[src/rtl/spectrum_pkg.sv]
// Shared constants and state encoding for the spectrum bar scheduler.
// PEAK_HOLD_EN (optional) enables the peak-hold store in the scheduler and its RAM.
package spectrum_pkg;
    localparam int NUM_BARS   = 40;
    localparam int HEIGHT_W   = 9;
    localparam int BAR_SHIFT  = 4;
    localparam int PEAK_DECAY = 4;
    localparam int X_W        = 10;
    localparam int DROP_W     = 8;
    localparam int IDX_W      = $clog2(NUM_BARS);

    typedef enum logic [1:0] {
        CLEAR = 2'd0,
        FILL  = 2'd1,
        FULL  = 2'd2
    } sched_state_t;
endpackage

[src/rtl/bar_bank_ram.sv]
// Two banks of bar heights sharing one write port (per-bank enables) and a registered read.
// With PEAK_HOLD_EN defined, a second registered read port feeds the peak-hold sweep.
module bar_bank_ram #(
    parameter int DEPTH = 40,
    parameter int W     = 9,
    parameter int AW    = 6
) (
    input  logic          clk,
    input  logic [1:0]    we,
    input  logic [AW-1:0] waddr,
    input  logic [W-1:0]  wdata,
    input  logic          rbank,
    input  logic [AW-1:0] raddr,
    output logic [W-1:0]  rdata
`ifdef PEAK_HOLD_EN
    ,
    input  logic [AW-1:0] saddr,
    output logic [W-1:0]  sdata
`endif
);
    logic rbank_reg;

    always_ff @(posedge clk) begin
        rbank_reg <= rbank;
    end

    genvar gi;
    generate
        for (gi = 0; gi < 2; gi++) begin : bank_g
            logic [W-1:0] mem [DEPTH];
            logic [W-1:0] q_reg;
`ifdef PEAK_HOLD_EN
            logic [W-1:0] sq_reg;
`endif
            always_ff @(posedge clk) begin
                if (we[gi]) begin
                    mem[waddr] <= wdata;
                end
                q_reg <= mem[raddr];
`ifdef PEAK_HOLD_EN
                sq_reg <= mem[saddr];
`endif
            end
        end
    endgenerate

    assign rdata = rbank_reg ? bank_g[1].q_reg : bank_g[0].q_reg;
`ifdef PEAK_HOLD_EN
    assign sdata = rbank_reg ? bank_g[1].sq_reg : bank_g[0].sq_reg;
`endif
endmodule

[src/rtl/spectrum_bar_scheduler.sv]
// Double-buffered frame store of bar heights; banks swap only on a VSync falling edge.
// Optional PEAK_HOLD_EN adds a decaying per-bar peak store swept after each swap.
module spectrum_bar_scheduler
    import spectrum_pkg::*;
(
    input  logic                vclk,
    input  logic                rst,
    input  logic                bin_valid,
    output logic                bin_ready,
    input  logic [IDX_W-1:0]    bin_idx,
    input  logic [HEIGHT_W-1:0] bin_mag,
    input  logic                bin_last,
    input  logic                VSync,
    input  logic [X_W-1:0]      X_PIX,
    output logic [HEIGHT_W-1:0] bar_height,
    output logic [HEIGHT_W-1:0] peak_height,
    output logic                frame_swapped,
    output logic [DROP_W-1:0]   drop_cnt
);
    localparam logic [IDX_W-1:0] LAST_IDX = IDX_W'(NUM_BARS - 1);
    localparam logic [X_W-1:0]   X_LIMIT  = X_W'(NUM_BARS << BAR_SHIFT);

    sched_state_t          state_reg, state_next;
    logic [IDX_W-1:0]      clr_ptr_reg;
    logic                  front_sel_reg;
    logic [DROP_W-1:0]     drop_cnt_reg;
    logic                  frame_swapped_reg;
    logic [1:0]            vs_reg;
    logic                  in_range_reg;

    logic                  vs_edge, xfer, last_xfer, swap, drop, front_next, in_range;
    logic [IDX_W-1:0]      rd_addr;
    logic [1:0]            ram_we;
    logic [IDX_W-1:0]      ram_waddr;
    logic [HEIGHT_W-1:0]   ram_wdata, bank_q;

    // vs_reg[1] is VSync two cycles old, so the edge is seen one cycle after the fall
    assign vs_edge    = vs_reg[1] & ~vs_reg[0];
    assign xfer       = bin_valid & bin_ready;
    assign last_xfer  = xfer & bin_last;
    assign swap       = vs_edge & ((state_reg == FULL) | ((state_reg == FILL) & last_xfer));
    assign drop       = vs_edge & (state_reg == FILL) & ~last_xfer;
    assign front_next = front_sel_reg ^ swap;
    assign in_range   = X_PIX < X_LIMIT;
    assign rd_addr    = in_range ? IDX_W'(X_PIX >> BAR_SHIFT) : '0;

    always_ff @(posedge vclk) begin
        if (rst) begin
            state_reg <= CLEAR;
        end else begin
            state_reg <= state_next;
        end
    end

    always_comb begin
        state_next = state_reg;
        case (state_reg)
            CLEAR:   if (clr_ptr_reg == LAST_IDX) state_next = FILL;
            FILL:    if (last_xfer && !vs_edge) state_next = FULL;
            FULL:    if (vs_edge) state_next = FILL;
            default: state_next = CLEAR;
        endcase
    end

    always_comb begin
        bin_ready = (state_reg == FILL);
        ram_we    = 2'b00;
        ram_waddr = bin_idx;
        ram_wdata = bin_mag;
        if (state_reg == CLEAR) begin
            ram_we    = 2'b11;
            ram_waddr = clr_ptr_reg;
            ram_wdata = '0;
        end else if (xfer && (bin_idx <= LAST_IDX)) begin
            ram_we = front_sel_reg ? 2'b01 : 2'b10;
        end
    end

    always_ff @(posedge vclk) begin
        if (rst) begin
            clr_ptr_reg       <= '0;
            front_sel_reg     <= 1'b0;
            drop_cnt_reg      <= '0;
            frame_swapped_reg <= 1'b0;
            vs_reg            <= 2'b11;
            in_range_reg      <= 1'b0;
        end else begin
            if ((state_reg == CLEAR) && (clr_ptr_reg != LAST_IDX)) begin
                clr_ptr_reg <= clr_ptr_reg + IDX_W'(1);
            end
            if (drop && (drop_cnt_reg != '1)) begin
                drop_cnt_reg <= drop_cnt_reg + DROP_W'(1);
            end
            front_sel_reg     <= front_next;
            frame_swapped_reg <= swap;
            vs_reg            <= {vs_reg[0], VSync};
            in_range_reg      <= in_range;
        end
    end

`ifdef PEAK_HOLD_EN
    localparam logic [HEIGHT_W-1:0] DECAY = HEIGHT_W'(PEAK_DECAY);

    logic [HEIGHT_W-1:0] peak_mem [NUM_BARS];
    logic [HEIGHT_W-1:0] peak_q_reg, peak_s_reg, sweep_q, decayed;
    logic [IDX_W-1:0]    sweep_ptr_reg, wb_ptr_reg, peak_waddr;
    logic                sweep_active_reg, wb_valid_reg, peak_we;
    logic [HEIGHT_W-1:0] peak_wdata;

    bar_bank_ram #(.DEPTH(NUM_BARS), .W(HEIGHT_W), .AW(IDX_W)) u_bank (
        .clk(vclk), .we(ram_we), .waddr(ram_waddr), .wdata(ram_wdata),
        .rbank(front_next), .raddr(rd_addr), .rdata(bank_q),
        .saddr(sweep_ptr_reg), .sdata(sweep_q)
    );

    // A swap restarts the sweep; any write-back in flight read the old bank and is dropped
    always_ff @(posedge vclk) begin
        if (rst) begin
            sweep_active_reg <= 1'b0;
            sweep_ptr_reg    <= '0;
            wb_valid_reg     <= 1'b0;
            wb_ptr_reg       <= '0;
        end else if (swap) begin
            sweep_active_reg <= 1'b1;
            sweep_ptr_reg    <= '0;
            wb_valid_reg     <= 1'b0;
        end else begin
            wb_valid_reg <= sweep_active_reg;
            wb_ptr_reg   <= sweep_ptr_reg;
            if (sweep_active_reg) begin
                if (sweep_ptr_reg == LAST_IDX) begin
                    sweep_active_reg <= 1'b0;
                end else begin
                    sweep_ptr_reg <= sweep_ptr_reg + IDX_W'(1);
                end
            end
        end
    end

    always_comb begin
        decayed    = (peak_s_reg > DECAY) ? (peak_s_reg - DECAY) : '0;
        peak_we    = 1'b0;
        peak_waddr = wb_ptr_reg;
        peak_wdata = (sweep_q > decayed) ? sweep_q : decayed;
        if (state_reg == CLEAR) begin
            peak_we    = 1'b1;
            peak_waddr = clr_ptr_reg;
            peak_wdata = '0;
        end else if (wb_valid_reg) begin
            peak_we = 1'b1;
        end
    end

    always_ff @(posedge vclk) begin
        if (peak_we) begin
            peak_mem[peak_waddr] <= peak_wdata;
        end
        peak_q_reg <= peak_mem[rd_addr];
        peak_s_reg <= peak_mem[sweep_ptr_reg];
    end

    assign peak_height = in_range_reg ? peak_q_reg : '0;
`else
    bar_bank_ram #(.DEPTH(NUM_BARS), .W(HEIGHT_W), .AW(IDX_W)) u_bank (
        .clk(vclk), .we(ram_we), .waddr(ram_waddr), .wdata(ram_wdata),
        .rbank(front_next), .raddr(rd_addr), .rdata(bank_q)
    );

    assign peak_height = '0;
`endif

    assign bar_height    = in_range_reg ? bank_q : '0;
    assign frame_swapped = frame_swapped_reg;
    assign drop_cnt      = drop_cnt_reg;
endmodule
[config.mk]
export PLATFORM = sky130hd
export DESIGN_NAME = spectrum_bar_scheduler
export DESIGN_NICKNAME = d
export VERILOG_FILES = /design/src/rtl/spectrum_pkg.sv /design/src/rtl/bar_bank_ram.sv /design/src/rtl/spectrum_bar_scheduler.sv
export SDC_FILE = /design/constraint.sdc
export NUM_CORES = 1
export LEC_CHECK = 0
export BUFFER_PORTS_ARGS = -buffer_cell sky130_fd_sc_hd__clkbuf_2
export CAP_MARGIN = 10
export CORE_UTILIZATION = 45
export DETAILED_ROUTE_END_ITERATION = 7
export SLEW_MARGIN = 10
export SYNTH_ARGS = -nofsm -noshare
export SYNTH_HDL_FRONTEND = slang
export SYNTH_HIERARCHICAL = 1
export SYNTH_SLANG_ARGS = --single-unit
[constraint.sdc]
create_clock -name vclk -period 4.7 [get_ports vclk]
set_input_delay 0.705 -clock vclk [delete_from_list [all_inputs] [get_ports vclk]]
set_output_delay 0.705 -clock vclk [all_outputs]
set_load 0.005 [all_outputs]
---- After elaboration in Yosys (flattened, before gate mapping) ----
Memories as Yosys holds them, arrays and structs flattened. A register that Yosys moved wholly into a read port is not among the register bits.
Cells that the tools add are included.
word-level totals
  output and inout port bits .............. 28
  bits of input ports ..................... 30
  register bits after elaboration ......... 22
  memories kept ........................... 2
  memory bits (writable) .................. 720
memories
  memory                words  bits a word  rd ports  clocked after memory_dff  wr ports  line                source
  u_bank.bank_g[0].mem  40     9            1         1                         1         bar_bank_ram.sv:30  logic [W-1:0] mem [DEPTH];
  u_bank.bank_g[1].mem  40     9            1         1                         1         bar_bank_ram.sv:30
operators by class
  order comparisons ....................... 2
  bitwise operators ....................... 11
  mux-type cells .......................... 16
  equal/unequal tests ..................... 8
  $add $sub $neg .......................... 2
  reductions and logical operators ........ 7
operators by type and width
  cell                                                   count
  2-to-1 mux 9 bit                                       3
  2-to-1 mux 2 bit                                       6
  2-to-1 mux 6 bit                                       2
  less-than comparator 10 bit, second input constant     1
  adder 8 x 1 -> 8 bit, second input constant            1
  != test 8 bit, second input constant                   1
  bitwise AND 1 bit                                      7
  adder 6 x 1 -> 6 bit, second input constant            1
  equality test 6 bit, second input constant             1
  less-or-equal comparator 6 bit, second input constant  1
  != test 6 bit, second input constant                   1
  one-hot mux 2 bit (3 select lines)                     1
  logical AND 1 bit                                      4
  2-to-1 mux 1 bit                                       4
  != test 2 bit, second input constant                   2
  AND reduction 3 bit                                    1
  equality test 2 x 1 -> 1 bit, second input constant    1
  equality test 2 bit, second input constant             1
  logical NOT 2 bit                                      1
  != test 2 x 1 -> 1 bit, second input constant          1
  inverter 1 bit                                         2
  logical NOT 1 bit                                      1
  OR 1 bit                                               1
  bitwise XOR 1 bit                                      1

---- Logic depth before layout (Yosys ltp) ----
Gate-level depths: netlist of run 1.
  word-level depth ........................ 7
  depth in mapped cells ................... 10
  depth with buffers taken out ............ 7

---- Cells and area by module ----
The synthesis of run 1 kept the hierarchy.
by module, submodules not included
  module                  cells an instance  area an instance (µm²)  times used  seq. area each (µm²)
  bar_bank_ram            1527               28875.2                 1           22001.1
  spectrum_bar_scheduler  149                1322.5                  1           420.4

---- Worst setup path before layout of run 1 ----
OpenSTA, ideal clock, no wires.
  kind .................................... reg2reg
  start ................................... register state_reg[0]
  end ..................................... memory u_bank.bank_g[0].mem[0][0], data pin
  cell stages (with the launch flop) ...... 4
  setup time .............................. 0.592 ns
  data required time ...................... 4.108 ns
  clock period less this slack ............ 3.314 ns
  arrival time ............................ 2.722 ns
  buffers on the path ..................... 1
  slack ................................... 1.386 ns
  cells stage by stage .................... dfxtp_1 > nor2_1 > clkbuf_1 > nor2b_1
between the ends
  word-level cells in the longest chain between the ends .. 2
ends and longest elaborated chain
  element                   line                          source
  start: declaration        spectrum_bar_scheduler.sv:23  sched_state_t state_reg, state_next;
  start signal: assignment  spectrum_bar_scheduler.sv:51  state_reg <= state_next;
  logical NOT 2 bit         spectrum_bar_scheduler.sv:70  if (state_reg == CLEAR) begin
  2-to-1 mux 9 bit          spectrum_bar_scheduler.sv:70
  net ram_wdata[0]          spectrum_bar_scheduler.sv:35  logic [HEIGHT_W-1:0] ram_wdata, bank_q;
  end: declaration          bar_bank_ram.sv:30
The timed path passes the listed nets, and every way through them passes these cells.

---- Final worst setup path of run 1 ----
  start ................................... register state_reg[0]
  end ..................................... memory u_bank.bank_g[0].mem[29][3], enable pin
between the ends
  word-level cells in the longest chain between the ends .. 7
  elaborated cells on any way between the ends .. 9
  classes of those cells .................. eq/ne (1); mux (5); bitwise (1); reduce/logical (2)
ends and longest elaborated chain
  element                                     line                          source
  equality test 2 x 1 -> 1 bit                spectrum_bar_scheduler.sv:66  bin_ready = (state_reg == FILL);
  bitwise AND 1 bit                           spectrum_bar_scheduler.sv:39  assign xfer = bin_valid & bin_ready;
  logical AND 1 bit                           spectrum_bar_scheduler.sv:74  end else if (xfer && (bin_idx <= LAST_IDX)) begin
  2-to-1 mux 2 bit                            spectrum_bar_scheduler.sv:74
  2-to-1 mux 2 bit (*)                        spectrum_bar_scheduler.sv:70
  net ram_we[0]                               spectrum_bar_scheduler.sv:33  logic [1:0] ram_we;
  2-to-1 mux 1 bit (*)                        bar_bank_ram.sv:36            if (we[gi]) begin
  2-to-1 mux 1 bit (not written as such) (*)  bar_bank_ram.sv:37            mem[waddr] <= wdata;
The timed path passes the listed nets; every way through them passes the cells marked *.

==> results.txt, run 1 <==
Simple-Gate Fraction of Synth Area: 3.33%
maxcap violations: 0
ANT nets after route: 0
CTS H-tree lvls: 3
post-synth top area share: 71.6%
Row Count: 94
largest family of logic cells by synthesized area: multiplexers
clock buffer depth: 3
post-DR vias/cell: 5.69
Setup-failing EPs final: 0
CTS tree: built
clock skew: 0.0212 ns
register area: 22400 µm²
critical-path cell list: nor2_2, buf_4, a41o_1, nor2b_1, nand3_1, nor2_1
Critical Path RT: 4.93 ns
post-synth top area cell: edfxtp_1
CP Buf/Inv Count: 1
predominant post-synthesis flop cell: edfxtp_1
multi-input logic area: 7240 µm²
gr ovfl total: 0
Critical Path End Type: register
Setup Buffers After CTS: 0
drt first pass iters: 7
slowest stage delay, CP: 0.83 ns
most used routing layer: met2
xor-xnor portion of the synthesized cell area: 0.203%
top cells by area, synth: edfxtp_1 72%, mux2i_1 9.6%, mux4_2 2.7%
core footprint: 66100 µm²
Max Freq: 275 MHz
met2 usage: 32.7%
gpl congestion: 0.794
Clk pin slew, worst setup/hold paths: 0.06 ns
Die Width: 261 µm
setup_tns: 0 ns
fillers: 5343
global-route wire length before repair: 101000 µm
Post-synth ARST share: 0%
die area: 68100 µm²
DPL Wire Length: 41400 µm
status: complete, but fails checks
Post-synth EDFFs: 720
Largest register FFs: 720
CP Max Fanout: 11
wire length per cell: 25.7 µm
1st-iter DRT viols: 1302
Die Y: 261 µm
Root Driver: clkbuf_16
routed via count: 15300
final net count: 1795
power density over cell area: 419 nW/µm²
failing checks: DRC
worst skew pair latency: 0.61 ns
Least-Margin Pin Slew: 1.25 ns
HP Class: in2reg
placed inst area: 31500 µm²
Mapped Avg Cell Area: 18.0 µm²
Final Hold Viols: 0
sequential area share after synthesis: 74.2%
layout cells sized above 1: 18.3%
top-count cell post-synth: edfxtp_1
initial antenna violation count: 0
vias in the first global route: 15200
Adder-Cell Fraction of Synth Area: 0.0829%
total track usage: 20.5%
CP top delay family: simple AND/OR/NAND/NOR gates
fin area: 34000 µm²
CP startpoint kind: register
io pins: 58
slew margin rel.: 16.7%
Synth Area in Compound Gates: 6.33%
CTS Sinks: 760
Worst EP arrival: 3.86 ns
DRC errors left: 1
fin. max-slew vios: 0
number of port buffers: 44
final WL: 69200 µm
Initial Utilization: 45.7%
M3 GR Usage: 3.21%
largest net degree at the start of global routing: 81
Synth cell types: 57
Syn Inst Count: 1676
crit path kind: reg2reg
crit path time final: 3.63 ns
slowest CP cell: nor2_1
number of diodes: 0
R2R Setup Slk: 1.07 ns
Leakage: 11.3 nW
Post-CTS Resized: 0
Seq cells post-synth: 760
total CTS buffers: 78
mux contribution to synthesized area: 13.6%
Yosys warning total: 6
cell area after synthesis: 30200 µm²
Layout area overhead: 12.7%
RSZ-0062 raised after global routing: false
Post-CTS Hold Fix Bufs: 0
Final period util: 77.3%
maximum vdd drop: 0.264 mV
Post-synth top cells: 720 x edfxtp_1, 290 x mux2i_1, 92 x nor2_1
met1 Usage GRT: 29.5%
-- power by group --
part | total [mW] | internal (mW) | switching (mW)
clock | 6.05 | 3.56 | 2.49
combinational | 0.791 | 0.322 | 0.469
sequential | 7.43 | 7.40 | 0.0299
-- layout make-up --
type / instances / share of cell area (%)
repair buffers: 106 / 2.24
inverters: 1 / 0.0110
flip-flops and latches: 760 / 65.9
well taps: 864 / 3.18
clock inverters: 40 / 1.04
multi-input cells: 816 / 21.3
clock buffers: 103 / 6.35
-- worst paths after layout --
kind,from,endpoint,depth (start not counted)
setup / recovery,state_reg[0],u_bank/bank_g[0].mem[29][3],6
hold / removal,VSync,vs_reg[0],2
setup reg to reg,state_reg[0],u_bank/bank_g[0].mem[29][3],6
hold reg to reg,vs_reg[0],vs_reg[1],1
-- stage by stage --
| step | power [mW] | util (%) | setup slack [ns] | std cells | hold WS [ns] |
|---|---|---|---|---|---|
| 3_3_place_gp | 8.36 | 47.7 | 0.970 | 2547 | 0.476 |
| 6_report | 14.3 | 51.5 | 1.07 | 2690 | 0.295 |
| 4_1_cts | 14.4 | 51.5 | 1.12 | 2690 | 0.267 |
| 3_5_place_dp | 8.37 | 47.7 | 0.915 | 2547 | 0.501 |
| 2_1_floorplan | 8.11 | - | 1.39 | 1684 | 0.457 |
| 5_1_grt | 14.7 | 51.5 | 0.875 | 2690 | 0.282 |
-- kinds of logic (layout without fill, tap and decap cells) --
logic type | Yosys count | after routing
compound gates | 235 | 235
other cells | 1 | 9
fa+ha+maj | 2 | 2
flops | 760 | 760
buf+inv | 108 | 250
mux | 361 | 361
xor+xnor | 7 | 7
simple gates | 202 | 202
-- routing by layer --
layer  up-vias  wire length (µm)
met2       452             33000
met4         0              1310
met3        80              3990
li1       6890                 -
met5         -                 0
met1      7886             30900
-- layout by cell type (no fill, tap or decap), types with 5 or more instances in the layout --
cell / n
mux2_2: 33
o41ai_2: 18
clkbuf_16: 81
a221oi_1: 35
nand2b_1: 6
clkbuf_8: 5
o22ai_1: 19
conb_1: 9
buf_4: 56
bufinv_16: 6
nor2_1: 91
nand2_1: 27
and2_1: 12
a22o_1: 36
clkbuf_2: 44
clkinv_1: 15
nor2b_4: 11
clkbuf_1: 17
buf_12: 6
mux2i_1: 290
edfxtp_1: 720
nor2b_1: 12
dfxtp_1: 40
a22oi_1: 72
clkinv_2: 11
mux4_2: 36
a21oi_1: 40
nand3_1: 10
Note: power is estimated with default switching activity, not from simulation.
==> run 2, diff against run 1 <==
ABC_AREA = 1   (was not set)
clock period = 3.65 ns   (was 4.7 ns; I/O delays follow)
==> run 2 against run 1 <==
The run now ends clean. Combinational power increased by 54%. Synthesized cell count increased by 62%. Design area increased by 4.3%. Wire length increased by 13%. Final cell count increased by 41%. Power increased by 33%.
==> results.txt, run 2 <==
Mapped Avg Cell Area: 11.6 µm²
Seq cells post-synth: 760
drt first pass iters: 6
Most common cell on crit path: inv_1
Leakage: 13.1 nW
post-synth top area share: 69.1%
number of port buffers: 44
Post-synth EDFFs: 720
1st-iter DRT viols: 1893
top-count cell post-synth: nand2_1
CP top delay family: simple AND/OR/NAND/NOR gates
Initial Utilization: 45.5%
cell area after synthesis: 31300 µm²
wire length per cell: 20.7 µm
crit path time final: 3.19 ns
io pins: 58
global-route wire length before repair: 119000 µm
sequential area share after synthesis: 71.6%
CP startpoint kind: register
Reg2Reg Depth: 7
met1 Usage GRT: 30.1%
gr ovfl total: 0
fillers: 5950
top cells by area, synth: edfxtp_1 69%, nand2_1 9.9%, nand3_1 8.0%
clock skew: 0.0300 ns
M3 GR Usage: 4.15%
fin area: 35500 µm²
crit path kind: reg2reg
Min-Delay Path Depth: 2
slowest CP cell: nor2_1
initial antenna violation count: 1
FF-to-FF Start: state_reg[1]
post-route core utilization: 51.6%
Post-synth ARST share: 0%
total track usage: 22.3%
Setup-failing EPs final: 0
R2R Setup Slk: 0.46 ns
most frequent cells in the layout: 827 x nand2_1, 720 x edfxtp_1, 500 x nand3_1
capturing point of the worst reg2reg path: u_bank/bank_g[0].mem[8][2]
Layout area overhead: 13.4%
final WL: 78300 µm
Post-CTS Resized: 0
Clk pin slew, worst setup/hold paths: 0.06 ns
ANT nets after route: 0
status: finished clean
Least-Margin Pin Slew: 1.09 ns
slew margin rel.: 27.2%
post-DR vias/cell: 5.43
Hold WS: 0.126 ns
RSZ-0062 raised after global routing: false
Syn Inst Count: 2709
DRC errors left: 0
number of diodes: 0
Critical Path End Type: register
Worst Hold End: vs_reg[0]
largest net degree at the start of global routing: 149
final net count: 2822
leading cell type in the layout, fill and taps excluded: nand2_1
CP Max Fanout: 12
gpl congestion: 0.896
Row Count: 96
layout cells sized above 1: 11.0%
Critical Path RT: 3.87 ns
Max Freq: 313 MHz
Die Y: 266 µm
Post-CTS Hold Fix Bufs: 0
setup_tns: 0 ns
met2 usage: 35.7%
HP Class: in2reg
total CTS buffers: 81
worst skew pair latency: 0.62 ns
Final Hold Viols: 0
CP Buf/Inv Count: 2
Synth cell types: 33
Setup WS post-layout: 0.456 ns
vias in the first global route: 19900
Largest register FFs: 720
Inst Count DP: 3638
core footprint: 68700 µm²
predominant post-synthesis flop cell: edfxtp_1
DPL Wire Length: 45000 µm
Root Driver: clkbuf_16
clock buffer depth: 3
slowest stage delay, CP: 0.77 ns
power density over cell area: 534 nW/µm²
Yosys warning total: 6
CTS Sinks: 760
CTS tree: built
Post-synth top cells: 827 x nand2_1, 720 x edfxtp_1, 500 x nand3_1
critical-path cell list: nor2_2, inv_1, o21ai_0, inv_1, nor3_1, nand2_1, nor2_1
Setup Buffers After CTS: 0
CTS H-tree lvls: 3
fin. max-slew vios: 0
die area: 70600 µm²
placed inst area: 32800 µm²
Hold Crit Start: VSync
maximum vdd drop: 0.366 mV
Final period util: 87.5%
worst slack, placed: 0.268 ns
Final Power: 18.9 mW
post-synth top area cell: edfxtp_1
Worst EP arrival: 3.42 ns
most used routing layer: met2
routed via count: 20600
Die Width: 266 µm
fin cells: 3786
maxcap violations: 0
## run 2: cell count changes in the layout (fill, tap and decap cells not counted), sizes merged, moves of 46 or more
cell / before / now
nand2: 27 / 827
nand3: 10 / 501
mux2i: 290 / 0
o21ai: 4 / 86
a22oi: 72 / 0
inv: 5 / 73
buf: 62 / 122
nor2: 93 / 145
nor3: 6 / 52
## run 2: routing by layer
metal | vias to the layer above | share of wire (%)
li1 | 9672 | -
met1 | 10100 | 42
met2 | 644 | 47
met3 | 167 | 6.4
met4 | 2 | 3.8
met5 | - | 0.014
## run 2: cell families (layout without fill, tap and decap cells)
| group | after synthesis | count (layout) | synth area share, % |
|---|---|---|---|
| XOR/XNOR | 3 | 3 | 0.0840 |
| adder cells (fa/ha/maj) | 2 | 2 | 0.0799 |
| buffers and inverters | 251 | 389 | 4.31 |
| multiplexers | 9 | 9 | 0.324 |
| flip-flops | 760 | 760 | 71.6 |
| other | 1 | 9 | 0.0120 |
| AO/OA/AOI/OAI | 152 | 152 | 2.86 |
| AND/OR/NAND/NOR | 1531 | 1531 | 20.7 |
## run 2: worst reg2reg max path, cell delays in order, from the launching register on
cell     delay (ns)
dfxtp_1        0.33
nor2_2         0.13
inv_1          0.15
o21ai_0        0.54
inv_1          0.14
nor3_1         0.57
nand2_1        0.17
nor2_1         0.77
## run 2: report_power, final
part	leakage (nW)	internal (mW)	switching, mW	total, mW
logic	4.80	0.350	0.868	1.22
clock network	1.31	4.87	3.30	8.18
registers	7.03	9.52	0.0284	9.55
## run 2: layout make-up
cell class | instances | area (µm²) | area share, %
sequential | 760 | 22400 | 63.2
multi-input combinational | 1706 | 7640 | 21.5
clock buffer | 111 | 2350 | 6.62
timing repair buffer | 166 | 1270 | 3.59
tap | 931 | 1160 | 3.28
clock inverter | 37 | 332 | 0.935
inverter | 75 | 293 | 0.825
## run 2: worst max-delay path by stage
stage	from	endpoint	slack [ns]	cells past startpoint
floorplan	state_reg[0]	u_bank/bank_g[0].mem[0][0]	0.56	3
global placement	X_PIX[8]	u_bank/bank_g[0].q_reg[3]	0.28	13
detailed placement	X_PIX[9]	u_bank/bank_g[0].q_reg[3]	0.27	14
CTS	state_reg[1]	u_bank/bank_g[0].mem[8][2]	0.42	7
global route	state_reg[1]	u_bank/bank_g[1].mem[12][4]	0.25	7
finish	state_reg[1]	u_bank/bank_g[0].mem[8][2]	0.46	7
